--- src/rtl/esfa_loader_pkg.sv ---
// Shared constants, state encoding and instruction field layout for the ESFA instruction loader.
// LOADER_CHECKSUM_EN adds a trailing XOR checksum byte to every word.
package esfa_loader_pkg;

  localparam int WORD_W         = 56;
  localparam int ADDR_W         = 8;
  localparam int BYTES_PER_WORD = 7;
  localparam int IDX_W          = 3;

`ifdef LOADER_CHECKSUM_EN
  localparam int FRAME_BYTES = BYTES_PER_WORD + 1;
`else
  localparam int FRAME_BYTES = BYTES_PER_WORD;
`endif

  typedef logic [WORD_W-1:0] word_t;
  typedef logic [ADDR_W-1:0] addr_t;

  localparam logic [2:0] ST_IDLE    = 3'd0;
  localparam logic [2:0] ST_COUNT   = 3'd1;
  localparam logic [2:0] ST_COLLECT = 3'd2;
  localparam logic [2:0] ST_WRITE   = 3'd3;
  localparam logic [2:0] ST_DONE    = 3'd4;
`ifdef LOADER_CHECKSUM_EN
  localparam logic [2:0] ST_ERROR   = 3'd5;
`endif

  // Instruction word fields (bit positions within the 56-bit word).
  localparam int FLD_WILL_WRITE  = 0;
  localparam int FLD_NEW_INDEX   = 8;
  localparam int FLD_NEW_VALUE   = 16;
  localparam int FLD_METADATA    = 24;
  localparam int FLD_IS_METADATA = 32;
  localparam int FLD_SELECTOR    = 40;
  localparam int FLD_ASSERT      = 48;

endpackage

--- src/rtl/word_assembler.sv ---
// Packs accepted bytes LSB-first into a 56-bit word and tracks the byte position
// within the frame; with LOADER_CHECKSUM_EN it also keeps the running XOR.
module word_assembler
  import esfa_loader_pkg::*;
(
  input  logic       clk,
  input  logic       reset,
  input  logic       clear,
  input  logic       accept,
  input  logic [7:0] byte_data,
  output logic       last_byte,
  output word_t      word,
  output logic       csum_ok
);

  logic [IDX_W-1:0] byte_idx;
  word_t            shift_q;

  assign last_byte = (byte_idx == IDX_W'(FRAME_BYTES - 1));

`ifdef LOADER_CHECKSUM_EN
  logic [7:0] xor_q;

  // The trailing byte is the checksum, so the word is already complete in shift_q.
  assign word    = shift_q;
  assign csum_ok = (byte_data == xor_q);

  always_ff @(posedge clk or posedge reset) begin
    if (reset) begin
      xor_q <= '0;
    end else if (clear || (accept && last_byte)) begin
      xor_q <= '0;
    end else if (accept) begin
      xor_q <= xor_q ^ byte_data;
    end
  end
`else
  // The last data byte is merged on the fly so the word can be latched on its accept edge.
  assign word    = {byte_data, shift_q[WORD_W-1:8]};
  assign csum_ok = 1'b1;
`endif

  always_ff @(posedge clk or posedge reset) begin
    if (reset) begin
      // NOTE: the pack register is datapath, but clearing it keeps bram_din deterministic after reset.
      byte_idx <= '0;
      shift_q  <= '0;
    end else if (clear) begin
      byte_idx <= '0;
    end else if (accept) begin
      byte_idx <= last_byte ? '0 : byte_idx + 1'b1;
      if (byte_idx < IDX_W'(BYTES_PER_WORD))
        shift_q <= {byte_data, shift_q[WORD_W-1:8]};
    end
  end

endmodule

--- src/rtl/instr_word_loader.sv ---
// Loads a count byte N followed by N packed instruction words from a byte stream into the
// instruction BRAM. Define LOADER_CHECKSUM_EN for per-word XOR checksums and the ERROR state.
module instr_word_loader
  import esfa_loader_pkg::*;
(
  input  logic              clk,
  input  logic              reset,
  input  logic              start,
  input  logic              byte_valid,
  input  logic [7:0]        byte_data,
  output logic              byte_ready,
  output logic              bram_we,
  output logic [ADDR_W-1:0] bram_addr,
  output logic [WORD_W-1:0] bram_din,
  output logic              load_done,
  output logic [7:0]        instr_count,
  output logic              load_err
);

  logic [2:0] state_q;
  logic [7:0] n_q;
  addr_t      word_idx_q;
  addr_t      idx_inc;
  logic       accept;
  logic       asm_clear;
  logic       asm_accept;
  logic       last_byte;
  logic       csum_ok;
  word_t      asm_word;

  assign byte_ready = (state_q == ST_COUNT) || (state_q == ST_COLLECT);
  assign accept     = byte_valid && byte_ready;
  assign load_done  = (state_q == ST_DONE);
  assign idx_inc    = word_idx_q + 8'd1;

`ifdef LOADER_CHECKSUM_EN
  assign load_err  = (state_q == ST_ERROR);
  assign asm_clear = start && ((state_q == ST_IDLE) || (state_q == ST_DONE) || (state_q == ST_ERROR));
`else
  assign load_err  = 1'b0;
  assign asm_clear = start && ((state_q == ST_IDLE) || (state_q == ST_DONE));
`endif

  // The count byte is consumed by the FSM, never by the assembler.
  assign asm_accept = accept && (state_q == ST_COLLECT);

  word_assembler u_word_assembler (
    .clk       (clk),
    .reset     (reset),
    .clear     (asm_clear),
    .accept    (asm_accept),
    .byte_data (byte_data),
    .last_byte (last_byte),
    .word      (asm_word),
    .csum_ok   (csum_ok)
  );

  always_ff @(posedge clk or posedge reset) begin
    if (reset) begin
      state_q     <= ST_IDLE;
      n_q         <= '0;
      word_idx_q  <= '0;
      bram_we     <= 1'b0;
      bram_addr   <= '0;
      bram_din    <= '0;
      instr_count <= '0;
    end else begin
      // NOTE: default-low here makes bram_we a single-cycle pulse without per-state bookkeeping.
      bram_we <= 1'b0;
      case (state_q)
        ST_IDLE: begin
          if (start) begin
            state_q    <= ST_COUNT;
            word_idx_q <= '0;
          end
        end
        ST_COUNT: begin
          if (accept) begin
            n_q <= byte_data;
            if (byte_data == 8'd0) begin
              state_q     <= ST_DONE;
              instr_count <= 8'd0;
            end else begin
              state_q <= ST_COLLECT;
            end
          end
        end
        ST_COLLECT: begin
          if (accept && last_byte) begin
            if (csum_ok) begin
              state_q   <= ST_WRITE;
              bram_we   <= 1'b1;
              bram_addr <= word_idx_q;
              bram_din  <= asm_word;
            end
`ifdef LOADER_CHECKSUM_EN
            else begin
              state_q <= ST_ERROR;
            end
`endif
          end
        end
        ST_WRITE: begin
          word_idx_q <= idx_inc;
          if (idx_inc == n_q) begin
            state_q     <= ST_DONE;
            instr_count <= n_q;
          end else begin
            state_q <= ST_COLLECT;
          end
        end
        ST_DONE: begin
          if (start) begin
            state_q    <= ST_COUNT;
            word_idx_q <= '0;
          end
        end
`ifdef LOADER_CHECKSUM_EN
        ST_ERROR: begin
          if (start) begin
            state_q    <= ST_COUNT;
            word_idx_q <= '0;
          end
        end
`endif
        default: state_q <= ST_IDLE;
      endcase
    end
  end

endmodule
--- config.mk ---
export PLATFORM = sky130hd
export DESIGN_NAME = instr_word_loader
export DESIGN_NICKNAME = d
export VERILOG_FILES = /design/src/rtl/esfa_loader_pkg.sv /design/src/rtl/word_assembler.sv /design/src/rtl/instr_word_loader.sv
export SDC_FILE = /design/constraint.sdc
export NUM_CORES = 1
export LEC_CHECK = 0
export BUFFER_PORTS_ARGS = -buffer_cell sky130_fd_sc_hd__buf_2
export CORE_ASPECT_RATIO = 1.5
export CORE_MARGIN = 5
export CORE_UTILIZATION = 45
export CTS_BUF_LIST = sky130_fd_sc_hd__clkbuf_4 sky130_fd_sc_hd__clkbuf_8
export DETAILED_ROUTE_END_ITERATION = 6
export PLACE_DENSITY_LB_ADDON = 0.12
export SYNTH_ARGS = -nofsm -noshare
export SYNTH_HDL_FRONTEND = slang
export SYNTH_SLANG_ARGS = --single-unit
--- constraint.sdc ---
create_clock -name clk -period 7.1 [get_ports clk]
set_clock_uncertainty 0.15 [all_clocks]
set_input_delay 1.42 -clock clk [delete_from_list [all_inputs] [get_ports clk]]
set_output_delay 1.42 -clock clk [all_outputs]
set_load 0.005 [all_outputs]
==> metrics.txt <==
routed vias/inst 5.24; WHS 0.356 ns; largest net degree at the start of global routing 76; reg-to-reg startpoint state_q[1]; CTS Buffer Depth 2; Cell Area, Synth 6080 µm²; CTS tree built; Synth cell types 47; post-cts repair resize count 0; final worst-path cycle share 0.585; number of inserted diodes 0; critical path's slowest cell nor4bb_1; Arr. time, crit path 4.32 ns; power share of the clock group 0.215; Worst Hold Path Cells 1; Total Routing Usage GR 0.153; Worst path max stage delay 0.93 ns; Final nets 520; critical path startpoint byte_valid; YS warnings 0; via count 3572; Synth Net Count 438; CTS H-tree depth 4; dpl cell area 6510 µm²; hold path endpoint bram_din[5]; worst slew pin tran 1.09 ns; CP endpoint kind flop; Site Rows 52; logic gate share of total power 0.292; worst-skew pair later-pin latency 0.43 ns; RePlAce Congestion 0.752; Die Y-Extent 152 µm; Core Util, Final 0.513; Cell Int Power 1.91 mW; final setup margin 2.95 ns; Synth Flop Type dfrtp_1; Final Hold Viols 0; Post-CTS Hold Buffers 0; Multi-input gate area 2240 µm²; Final Slew Violations 0; Net Sw Frac 0.319; worst path required time 7.27 ns; grt ovf 0; Switching Power 0.897 mW; DIE AREA 16000 µm²; CP Launch Type input port; most frequent cells in the layout dfrtp_1 (143), buf_2 (86), mux2_2 (72); Lkg Pwr 3.35 nW; crit path max fanout 43; worst hold-check path type flop to flop; final setup vio count 0; Slew headroom 0.263; first drt pass iteration count 4; cts bufs inserted 17; commonest non-fill, non-tap cell in the layout dfrtp_1; RSZ-0062 raised after global routing false; worst r2r dst bram_din[32]; DR iter-0 viols 119; share of flip-flops with an asynchronous set or reset 1.00; first-pass GRT wire length 20100 µm; Die W 105 µm; WL final 11700 µm; # IOs 88; Syn Area/Cell 14.3 µm²; placed cell count 650; WS Path Type input port to flop; sequential area share after synthesis 0.588; Post-CTS Setup Repair Bufs 0; FF+latch count, synth 143; Setup TNS Final 0 ns; antenna violations before repair 0; status finished clean; final HPWL from detailed placement 7810 µm; share of cells above drive strength 1 0.458; Max Clock Freq 241 MHz; pre-CTS setup slack 2.48 ns; Synth-to-Final Area Change 13.1%; Reg area 3580 µm²; R2R setup slack 3.53 ns; number of enable flip-flop cells after synthesis 0; Syn Inst Count 425; min-delay src u_word_assembler.shift_q[13]; PD cells 408 nW/µm²; final non-filler cell total 682; CTS clk-pin slew, worst paths 0.08 ns; CTS Root Cell clkbuf_8; Sequential Power Share 0.492; FF-to-FF path depth 4; I/O Buffers 86; post-layout min period 4.15 ns; Starting Density 0.454; Max VDD drop 0.217 mV; Design Area, Final 6880 µm²; Wirelength per Cell 17.1 µm; fill count 1204; CTS Sinks 143; core area 13400 µm²; total power 2.81 mW; vias in the first global route 3928; crit-path cells buf_2, nor4bb_1, and4b_4, buf_4, mux2_2; max-cap violation count 0; Residual DRC 0; antenna viol nets, final 0
registers in the layout, indices dropped and copies added, names as in the netlist:
| name | count |
|---|---|
| u_word_assembler.byte_idx | 3 |
| bram_we | 1 |
| word_idx_q | 8 |
| u_word_assembler.shift_q | 48 |
| bram_din | 56 |
| state_q | 3 |
| bram_addr | 8 |
| n_q | 8 |
| instr_count | 8 |
worst max path at each step:
stage | endpoint | slack, ns | depth (start not counted)
finish | bram_din[32] | 2.95 | 5
floorplan | bram_addr[0] | 1.69 | 1
global placement | bram_din[32] | 2.59 | 5
global route | bram_din[32] | 2.79 | 5
CTS | bram_din[32] | 2.92 | 5
detailed placement | bram_din[32] | 2.48 | 5
routing by layer:
layer / vias to the layer above / track usage / part of all wire
met2: 82 / 0.250 / 0.49
li1: 1659 / - / -
met4: 0 / 0.0579 / 0.018
met5: - / 0 / 0
met3: 14 / 0.0382 / 0.044
met1: 1817 / 0.197 / 0.45
worst max-delay path, delay by kind of cell:
kind          cells  cell delay [ns]
mux               1             0.40
buf+inv           2             0.62
simple gates      2             1.86
power groups by stage:
| stage | logic, mW | clock network, mW | registers (mW) |
|---|---|---|---|
| detailed placement | 0.835 | 0 | 1.41 |
| global route | 0.910 | 0.657 | 1.44 |
| finish | 0.821 | 0.604 | 1.38 |
| global placement | 0.811 | 0 | 1.40 |
| CTS | 0.840 | 0.627 | 1.39 |
| floorplan | 0.610 | 0 | 1.34 |
cells in the mapped netlist, types with 2 or more instances:
library cell / instances / share of area
nor3_1: 3 / 0.0025
a211oi_1: 2 / 0.0025
nand2_1: 26 / 0.016
nor4_1: 2 / 0.0021
mux2_4: 40 / 0.099
and4_1: 2 / 0.0029
clkbuf_1: 5 / 0.0031
or3_1: 3 / 0.0031
mux2_2: 72 / 0.13
nand4_1: 2 / 0.0021
a21oi_1: 7 / 0.0058
buf_6: 5 / 0.0093
o21ai_0: 22 / 0.018
inv_1: 9 / 0.0056
buf_4: 4 / 0.0049
xnor2_1: 5 / 0.0072
nand3_1: 6 / 0.0049
nand4b_1: 2 / 0.0029
buf_2: 7 / 0.0058
o31ai_1: 3 / 0.0037
nor2_1: 11 / 0.0068
mux2i_1: 10 / 0.016
and3_1: 5 / 0.0051
buf_12: 4 / 0.013
xor2_1: 4 / 0.0058
dfrtp_1: 143 / 0.59
kinds of logic after synthesis:
family	after synthesis	synth area share
muxes	122	0.249
DFF	143	0.588
buffers and inverters	35	0.0442
other	1	0.000617
and+or+nand+nor	72	0.0621
AOI/OAI and AO/OA	42	0.0409
xor gates and xnor gates	9	0.0130
adders and majority gates	1	0.00206
cell type report:
cell class | count | share of cell area
clock buffer | 18 | 0.0360
sequential | 143 | 0.520
clock inverter | 14 | 0.0178
timing repair buffer | 89 | 0.0658
inverter | 9 | 0.00564
multi-input combinational | 247 | 0.325
tap | 162 | 0.0295
Note: power is estimated with default switching activity, not from simulation.
